**src/rtl/traffic_pkg.sv**
```systemverilog
// Shared definitions for the two-street traffic controller: phase encodings,
// configuration register addresses, default timings and the lamp decode.
package traffic_pkg;

   typedef enum logic [2:0] {
      A_GREEN    = 3'd0,
      A_YELLOW   = 3'd1,
      ALL_RED_AB = 3'd2,
      B_GREEN    = 3'd3,
      B_YELLOW   = 3'd4,
      ALL_RED_BA = 3'd5,
      PED_WALK   = 3'd6
   } phase_e;

   localparam logic [1:0] CFG_GREEN_MIN = 2'd0;
   localparam logic [1:0] CFG_YELLOW    = 2'd1;
   localparam logic [1:0] CFG_ALL_RED   = 2'd2;
   localparam logic [1:0] CFG_WALK      = 2'd3;

   localparam int DEF_GREEN_MIN = 5;
   localparam int DEF_YELLOW    = 2;
   localparam int DEF_ALL_RED   = 1;
   localparam int DEF_WALK      = 4;

   typedef struct packed {
      logic ra;
      logic ya;
      logic ga;
      logic rb;
      logic yb;
      logic gb;
      logic walk;
   } lamps_t;

   // A programmed duration of zero still occupies one cycle.
   function automatic logic [7:0] clampDuration(input logic [7:0] value);
      return (value == 8'd0) ? 8'd1 : value;
   endfunction

   function automatic lamps_t lampDecode(input phase_e phase);
      lamps_t lamps;
      lamps = '{ra: 1'b1, ya: 1'b0, ga: 1'b0, rb: 1'b1, yb: 1'b0, gb: 1'b0, walk: 1'b0};
      case (phase)
         A_GREEN:  begin lamps.ra = 1'b0; lamps.ga = 1'b1; end
         A_YELLOW: begin lamps.ra = 1'b0; lamps.ya = 1'b1; end
         B_GREEN:  begin lamps.rb = 1'b0; lamps.gb = 1'b1; end
         B_YELLOW: begin lamps.rb = 1'b0; lamps.yb = 1'b1; end
         PED_WALK: lamps.walk = 1'b1;
         default:  ;
      endcase
      return lamps;
   endfunction

endpackage

```
**src/rtl/phase_timer.sv**
```systemverilog
// Loadable 8-bit down-counter timing each phase; it parks at 1 so a
// phase that is allowed to hold keeps reporting expiry.
module phase_timer (
   input  logic       clk,
   input  logic       load_i,
   input  logic [7:0] loadValue_i,
   output logic [7:0] value_o,
   output logic       expired_o
);

   logic [7:0] count_q;

   always_ff @(posedge clk) begin
      if (load_i) begin
         count_q <= loadValue_i;
      end else if (count_q > 8'd1) begin
         count_q <= count_q - 8'd1;
      end
   end

   assign value_o   = count_q;
   assign expired_o = (count_q <= 8'd1);

endmodule

```
**src/rtl/traffic_phase_scheduler.sv**
```systemverilog
// Two-street traffic light controller with pedestrian walk phase and
// runtime-programmable phase durations; street A is the rest direction.
module traffic_phase_scheduler #(
   parameter int DEF_GREEN_MIN = traffic_pkg::DEF_GREEN_MIN,
   parameter int DEF_YELLOW    = traffic_pkg::DEF_YELLOW,
   parameter int DEF_ALL_RED   = traffic_pkg::DEF_ALL_RED,
   parameter int DEF_WALK      = traffic_pkg::DEF_WALK
) (
   input  logic       clk,
   input  logic       reset,
   input  logic       Sa,
   input  logic       Sb,
   input  logic       ped_req,
   input  logic       cfg_we,
   input  logic [1:0] cfg_addr,
   input  logic [7:0] cfg_data,
   output logic       Ra,
   output logic       Ya,
   output logic       Ga,
   output logic       Rb,
   output logic       Yb,
   output logic       Gb,
   output logic       walk,
   output logic       ped_pending,
   output logic [2:0] phase
);

   import traffic_pkg::*;

   phase_e     state_q, state_d;
   lamps_t     lamps_q;
   logic       pending_q;
   logic       fromAb_q;
   logic [7:0] greenMin_q, yellow_q, allRed_q, walkTime_q;
   logic [7:0] entryDuration;
   logic       enteringWalk;
   logic       timerLoad;
   logic [7:0] timerLoadValue;
   logic [7:0] unusedTimerValue;
   logic       timerExpired;

   phase_timer u_timer (
      .clk         (clk),
      .load_i      (timerLoad),
      .loadValue_i (timerLoadValue),
      .value_o     (unusedTimerValue),
      .expired_o   (timerExpired)
   );

   // Sensors and the pending request only matter once the current phase has expired.
   always_comb begin
      state_d = state_q;
      case (state_q)
         A_GREEN:    if (timerExpired && (Sb || pending_q)) state_d = A_YELLOW;
         A_YELLOW:   if (timerExpired) state_d = ALL_RED_AB;
         ALL_RED_AB: if (timerExpired) state_d = pending_q ? PED_WALK : B_GREEN;
         B_GREEN:    if (timerExpired && (Sa || pending_q || !Sb)) state_d = B_YELLOW;
         B_YELLOW:   if (timerExpired) state_d = ALL_RED_BA;
         ALL_RED_BA: if (timerExpired) state_d = pending_q ? PED_WALK : A_GREEN;
         PED_WALK:   if (timerExpired) state_d = fromAb_q ? B_GREEN : A_GREEN;
         default:    state_d = A_GREEN;
      endcase
   end

   // Durations come from the registers as they stood before this edge, so a
   // write landing on an entry edge only affects later entries.
   always_comb begin
      entryDuration = greenMin_q;
      case (state_d)
         A_YELLOW, B_YELLOW:     entryDuration = yellow_q;
         ALL_RED_AB, ALL_RED_BA: entryDuration = allRed_q;
         PED_WALK:               entryDuration = walkTime_q;
         default:                entryDuration = greenMin_q;
      endcase
      enteringWalk   = (state_d == PED_WALK) && (state_q != PED_WALK);
      timerLoad      = reset || (state_d != state_q);
      timerLoadValue = reset ? clampDuration(8'(DEF_GREEN_MIN)) : clampDuration(entryDuration);
   end

   always_ff @(posedge clk) begin
      if (reset) begin
         state_q    <= A_GREEN;
         lamps_q    <= lampDecode(A_GREEN);
         pending_q  <= 1'b0;
         fromAb_q   <= 1'b0;
         greenMin_q <= 8'(DEF_GREEN_MIN);
         yellow_q   <= 8'(DEF_YELLOW);
         allRed_q   <= 8'(DEF_ALL_RED);
         walkTime_q <= 8'(DEF_WALK);
      end else begin
         state_q   <= state_d;
         lamps_q   <= lampDecode(state_d);
         pending_q <= ped_req || (pending_q && !enteringWalk);
         if (enteringWalk) begin
            fromAb_q <= (state_q == ALL_RED_AB);
         end
         if (cfg_we) begin
            case (cfg_addr)
               CFG_GREEN_MIN: greenMin_q <= cfg_data;
               CFG_YELLOW:    yellow_q   <= cfg_data;
               CFG_ALL_RED:   allRed_q   <= cfg_data;
               default:       walkTime_q <= cfg_data;
            endcase
         end
      end
   end

   assign Ra          = lamps_q.ra;
   assign Ya          = lamps_q.ya;
   assign Ga          = lamps_q.ga;
   assign Rb          = lamps_q.rb;
   assign Yb          = lamps_q.yb;
   assign Gb          = lamps_q.gb;
   assign walk        = lamps_q.walk;
   assign ped_pending = pending_q;
   assign phase       = state_q;

endmodule

```
**config.mk**
```make
export PLATFORM = sky130hd
export DESIGN_NAME = traffic_phase_scheduler
export DESIGN_NICKNAME = d
export VERILOG_FILES = /design/src/rtl/traffic_pkg.sv /design/src/rtl/phase_timer.sv /design/src/rtl/traffic_phase_scheduler.sv
export SDC_FILE = /design/constraint.sdc
export NUM_CORES = 1
export LEC_CHECK = 0
export CORE_ASPECT_RATIO = 1.1
export CORE_MARGIN = 1
export CORE_UTILIZATION = 30
export CTS_BUF_LIST = sky130_fd_sc_hd__clkbuf_4
export CTS_CLUSTER_DIAMETER = 40
export DETAILED_ROUTE_END_ITERATION = 10
export PLACE_DENSITY_LB_ADDON = 0.05
export REMOVE_ABC_BUFFERS = 1
export SLEW_MARGIN = 20
export SYNTH_ARGS = -nofsm -noshare
export SYNTH_HDL_FRONTEND = slang
export SYNTH_SLANG_ARGS = --single-unit
```
**constraint.sdc**
```tcl
create_clock -name clk -period 9.25 [get_ports clk]
set_input_delay 1.3875 -clock clk [delete_from_list [all_inputs] [get_ports clk]]
set_output_delay 1.3875 -clock clk [all_outputs]
set_load 0.05 [all_outputs]
```
==> impl_metrics.ini, run 1 <==
[run_status]
status = finished clean

[synth]
synth-main-ff-cell = dfxtp_1
syn-instance-count = 313
synth_edf_count = 8
synth_top_area_share = 0.326
synth_cell_type_count = 60
yosysTopAreaCell = dfxtp_1
syn_area_per_cell_um2 = 8.62
ys_async_sr_fraction = 0
ys_ff_latch = 52
syn-cell-area_mm2 = 0.00270
yosys_warnings = 0
synth_seq_area_share = 0.415
synthTopCellsByArea = dfxtp_1 (33%), edfxtp_1 (8.9%), nand2_1 (6.8%)

[pwr]
power.total_mw = 0.661
power.static_leakage_nw = 1.15
ir_worst_vdd_v = 0.0000748
powerDensity_mw_per_mm2 = 215

[clocking]
cts_buffer_depth = 2
clk_pin_slew_ns = 0.15
cts_setup_buffers = 0
cts_tree = yes
cts_buffers = 5
cts.sinks = 52
cts-resized-gates = 0
clkLatencyLatePin_ns = 0.37
cts_root_buf = clkbuf_4
ctsHoldBuffers = 0
htreeDepth = 2

[global_route]
grt_pass1_wl_um = 11800
grt_start_max_net_pins = 52
grtUsageTotal = 0.160
antenna_found_initial = 0
grt_pass1_vias = 2194
overflow = 0

[placed_design]
dpl_cell_area_mm2 = 0.00303
portBuffers = 26
place_congestion = 0.796
dp_hpwl_um = 5110

[min_path]
hp-class = reg -> reg
min_from = allRed_q[7]
holdPathStages = 2
min_to = allRed_q[7]

[sta]
setup_violations = 0
drv_slew = 0
fmax_mhz = 240
skew_ns = 0.0131
post-route-min-period_ns = 4.17
hold_ws_ns = 0.476
fin_setup_tns_ns = 0
max-slew-margin-rel = 0.519
worstMarginPinSlew_ns = 0.722
period_share = 0.451
grt_setup_unrepaired = false
finalHoldViolCount = 0

[routing]
drc = 0
wl_um = 6790
dr.first_iter.drc_count = 137
routedWlPerCell_um = 15.4
firstDrtPassIters = 4
avgViaCountPerCell = 5.02
ant_nets = 0
vias = 2221

[worst_setup_path]
crit_required_ns = 9.33
endpoint_kind = register
start_kind = input port
cp_max_fo = 18
rr_startpoint = u_timer.value_o[0]
cp.arrival_ns = 4.26
reg2reg_to = u_timer.value_o[6]
slowest_stage = a311oi_4
r2r_cells = 9
critPathMaxStageDelay_ns = 0.69
critPathKind = in -> reg
crit_chain = clkdlybuf4s50_1 > nor2b_1 > o21ai_0 > o211ai_1 > or2_1 > xnor2_1 > a311oi_4 > or3b_1
reg2reg_slack_ns = 5.36

[finish]
design_area_mm2 = 0.00308
nFillCells = 914
drive_above_1_share = 0.0634
final_nets = 349
diodes = 0
syn_to_final_growth_pct = 14.0

[floorplanning]
num_rows = 35
core-area_mm2 = 0.00854
start_util = 0.316
dieHeight_um = 101
die_area_mm2 = 0.00938
dieWidth_um = 92.4
ioPinCount = 27

[job]
maxCapViolCount = 0
[cell usage after synthesis, types with 4 or more instances]
master and instances:
nand2_1 49, a21oi_1 16, nor2b_1 11, nand2b_1 6, nor2_1 39, buf_2 6, dfxtp_1 44, mux2i_1 15
inv_1 4, a32oi_1 5, nand3b_1 4, clkbuf_1 6, and3_1 4, buf_1 4, o21ai_0 5, xnor2_1 4
nor3_1 6, a211oi_1 6, edfxtp_1 8, nor4_1 5, nand4_1 4, nand3_1 10
[sequential cells by signal, summed over array words and instances, names as in the netlist, 3 cells and up]
signal and flops:
phase 3, greenMin_q 8, allRed_q 8, yellow_q 8, walkTime_q 8, u_timer.value_o 8
[power breakdown]
| group | total (mW) | leakage, nW | switching, mW | internal [mW] |
|---|---|---|---|---|
| clock | 0.0983 | 0.0314 | 0.0701 | 0.0282 |
| sequential | 0.282 | 0.448 | 0.0237 | 0.258 |
| combinational | 0.281 | 0.669 | 0.171 | 0.110 |
[area by class of cell]
type                    instances  area (µm²)  share of cell area
clock buffers                   5        37.5              0.0122
repair buffers                 29         278              0.0902
inverters                       4        15.0             0.00488
flip-flops and latches         52        1120               0.364
multi-input cells             239        1480               0.480
well taps                     111         139              0.0451
clock inverters                 2        11.3             0.00366
[per-layer routing]
layer / vias up / GRT usage / wire, µm
met5: - / 0 / 0
met4: 0 / 0.0433 / 85
met3: 6 / 0.0225 / 178
met2: 38 / 0.256 / 3100
met1: 1024 / 0.226 / 3420
li1: 1153 / - / -
[metrics by stage]
| step | util | std cells | setup WS [ns] |
|---|---|---|---|
| floorplan | - | 295 | 5.46 |
| global placement | 0.355 | 435 | 4.75 |
| detailed placement | 0.355 | 435 | 4.68 |
| CTS | 0.360 | 442 | 5.09 |
| global route | 0.360 | 442 | 4.82 |
| finish | 0.360 | 442 | 5.08 |
[cells in the final DEF, fill, tap and decap left out, types with 3 or more instances in the layout]
cell and n:
nor3_1 6, a211o_1 3, nand3b_1 4, nor3b_1 3, dfxtp_1 44, a21oi_1 16, a31oi_1 3, nand3_1 10
edfxtp_1 8, buf_4 3, nor4_1 5, a32oi_1 5, mux2i_1 15, nand4_1 4, o21ai_0 5, clkdlybuf4s50_1 25
clkbuf_4 5, nor2b_1 11, o211ai_1 3, a211oi_1 6, xnor2_1 4, nand2_1 49, a22oi_1 3, nor2_1 39
and3_1 4, inv_1 4, nand2b_1 6
[worst max path at each step]
stage | from | endpoint | slack [ns] | cells past startpoint
6_report | Sb | u_timer.value_o[6] | 5.08 | 8
5_1_grt | Sb | u_timer.value_o[0] | 4.82 | 10
4_1_cts | Sb | u_timer.value_o[4] | 5.09 | 8
3_5_place_dp | Sb | u_timer.value_o[6] | 4.68 | 8
3_3_place_gp | Sb | u_timer.value_o[6] | 4.75 | 8
2_1_floorplan | Sb | u_timer.value_o[0] | 5.46 | 7
[critical path, delay by kind of cell]
kind	cells	cell delay (ns)
AOI/OAI and AO/OA	3	1.01
and+or+nand+nor	3	1.18
buffers and inverters	1	0.43
xor gates and xnor gates	1	0.24
[cell families (layout without fill, tap and decap cells)]
| logic type | Yosys count | after routing | synth area share |
|---|---|---|---|
| simple gates | 153 | 153 | 0.285 |
| compound gates | 62 | 62 | 0.173 |
| flops | 52 | 52 | 0.415 |
| buf+inv | 22 | 40 | 0.0375 |
| mux | 16 | 16 | 0.0598 |
| xor+xnor | 6 | 6 | 0.0195 |
| fa+ha+maj | 2 | 2 | 0.00927 |
Power figures use the tool's default switching activity.
==> inputs of run 2 (changes only) <==
==> constraint.sdc (replaced) <==
create_clock -name clk -period 4.1 [get_ports clk]
set_input_delay 0.615 -clock clk [delete_from_list [all_inputs] [get_ports clk]]
set_output_delay 0.615 -clock clk [all_outputs]
set_load 0.05 [all_outputs]
==> run 2 against run 1 <==
Compared with the run above: sequential power rose by 130%; die area unchanged; combinational power grew 130%; non-clock buffer count stayed put; power rose by 130%; count of clock-buffer cells in the layout grew 1; worst hold slack got worse by 0.0049 ns; clock power rose by 150%; largest power group is now combinational logic; critical path type is now reg -> reg; final area grew 0.61%; global-route usage grew 0.13 points; worst setup slack got worse by 4.7 ns; sequential cell count unchanged.
==> impl_metrics.ini, run 2 (synthesis gave the netlist of run 1 again) <==
[pwr]
ir_worst_vdd_v = 0.000128
power.static_leakage_nw = 1.15
powerDensity_mw_per_mm2 = 494

[floorplanning]
ioPinCount = 27
start_util = 0.316
die_area_mm2 = 0.00938
dieHeight_um = 101
dieWidth_um = 92.4
core-area_mm2 = 0.00854
num_rows = 35

[clocking]
cts_tree = yes
cts_buffer_depth = 2
clkLatencyLatePin_ns = 0.38
clk_pin_slew_ns = 0.15
cts-resized-gates = 0
ctsHoldBuffers = 0
cts_buffers = 5
cts_setup_buffers = 0
cts.sinks = 52
htreeDepth = 2
cts_root_buf = clkbuf_4

[finish]
syn_to_final_growth_pct = 14.7
final_cell_mix = nand2_1 (49), dfxtp_1 (44), nor2_1 (39), clkdlybuf4s50_1 (25), a21oi_1 (16)
nFillCells = 892
final_common_cell = nand2_1
diodes = 0
final_nets = 349
drive_above_1_share = 0.0693

[worst_setup_path]
slowest_stage = or2_1
critPathKind = reg -> reg
crit_top_cell = mux2i_1
cp.arrival_ns = 3.96
start_kind = register
endpoint_kind = register
crit_required_ns = 4.33
cp_max_fo = 15
critPathMaxStageDelay_ns = 0.52
crit_chain = inv_1 > ha_1 > or2_0 > nand3_1 > mux2i_1 > or2_1 > mux2i_1 > o2bb2ai_1 > a221oi_2 > or4b_1 > o21ai_1

[sta]
finalHoldViolCount = 0
period_share = 0.909
post-route-min-period_ns = 3.73
drv_slew = 0
fmax_mhz = 268
hold_ws_ns = 0.471
fin_setup_tns_ns = 0
skew_ns = 0.0185
grt_setup_unrepaired = false
worstMarginPinSlew_ns = 0.638
setup_violations = 0
max-slew-margin-rel = 0.573

[routing]
routedWlPerCell_um = 16.0
firstDrtPassIters = 5
wl_um = 7090
dr.first_iter.drc_count = 114
vias = 2277
ant_nets = 0
drc = 0
avgViaCountPerCell = 5.14

[global_route]
antenna_found_initial = 0
grt_pass1_wl_um = 11600
grt_pass1_vias = 2109
grt_start_max_net_pins = 42
overflow = 0
grtUsageTotal = 0.162

[run_status]
status = finished clean

[min_path]
hp-class = reg -> reg

[job]
maxCapViolCount = 0

[placed_design]
dp_hpwl_um = 5250
portBuffers = 26
place_congestion = 0.809
run 2: cell count changes in the layout (fill, tap and decap cells not counted):
cell	previous run	this run
clkinv_4	0	1
a31oi_1	3	2
clkinvlp_4	0	1
clkinv_2	1	0
a31oi_2	0	1
inv_4	1	0
clkbuf_4	5	6
run 2: worst paths after layout:
check | slack, ns | cells after the start | start | to
min | 0.47 | 2 | walkTime_q[1] | walkTime_q[1]
min reg2reg | 0.47 | 2 | walkTime_q[1] | walkTime_q[1]
max reg2reg | 0.37 | 11 | u_timer.value_o[0] | u_timer.value_o[0]
max | 0.37 | 11 | u_timer.value_o[0] | u_timer.value_o[0]
run 2: metal layers:
layer / wire [µm] / GRT usage
met5: 0 / 0
met2: 3180 / 0.258
met1: 3670 / 0.228
met3: 155 / 0.0225
met4: 86 / 0.0469
run 2: critical path, delay by kind of cell (launching register included):
family / cells / cell delay, ns
adder cells (fa/ha/maj): 1 / 0.20
flip-flops: 1 / 0.44
buffers and inverters: 1 / 0.13
multiplexers: 2 / 0.66
AO/OA/AOI/OAI: 3 / 0.63
AND/OR/NAND/NOR: 4 / 1.53
run 2: layout make-up:
| cell class | count | area, µm² | share of cell area |
|---|---|---|---|
| clock buffer | 6 | 45.0 | 0.0145 |
| inverter | 4 | 15.0 | 0.00485 |
| tap | 111 | 139 | 0.0448 |
| clock inverter | 2 | 16.3 | 0.00525 |
| timing repair buffer | 29 | 278 | 0.0897 |
| multi-input combinational | 239 | 1480 | 0.479 |
| sequential | 52 | 1120 | 0.362 |
run 2: through the flow:
stage          total power [mW]   util  instance area [µm²]  worst slack [ns]  instances
6_report                   1.53  0.363                 3100             0.372        443
3_5_place_dp               1.30  0.355                 3030             0.319        435
3_3_place_gp               1.30  0.355                 3030             0.426        435
5_1_grt                    1.64  0.363                 3100             0.117        443
2_1_floorplan              1.10      -                 2610             0.802        295
4_1_cts                    1.55  0.362                 3090             0.393        443
run 2: power breakdown:
group          leakage, nW  internal, mW  switching, mW
registers            0.448         0.583         0.0546
logic                0.670         0.250          0.397
clock network       0.0319        0.0752          0.170
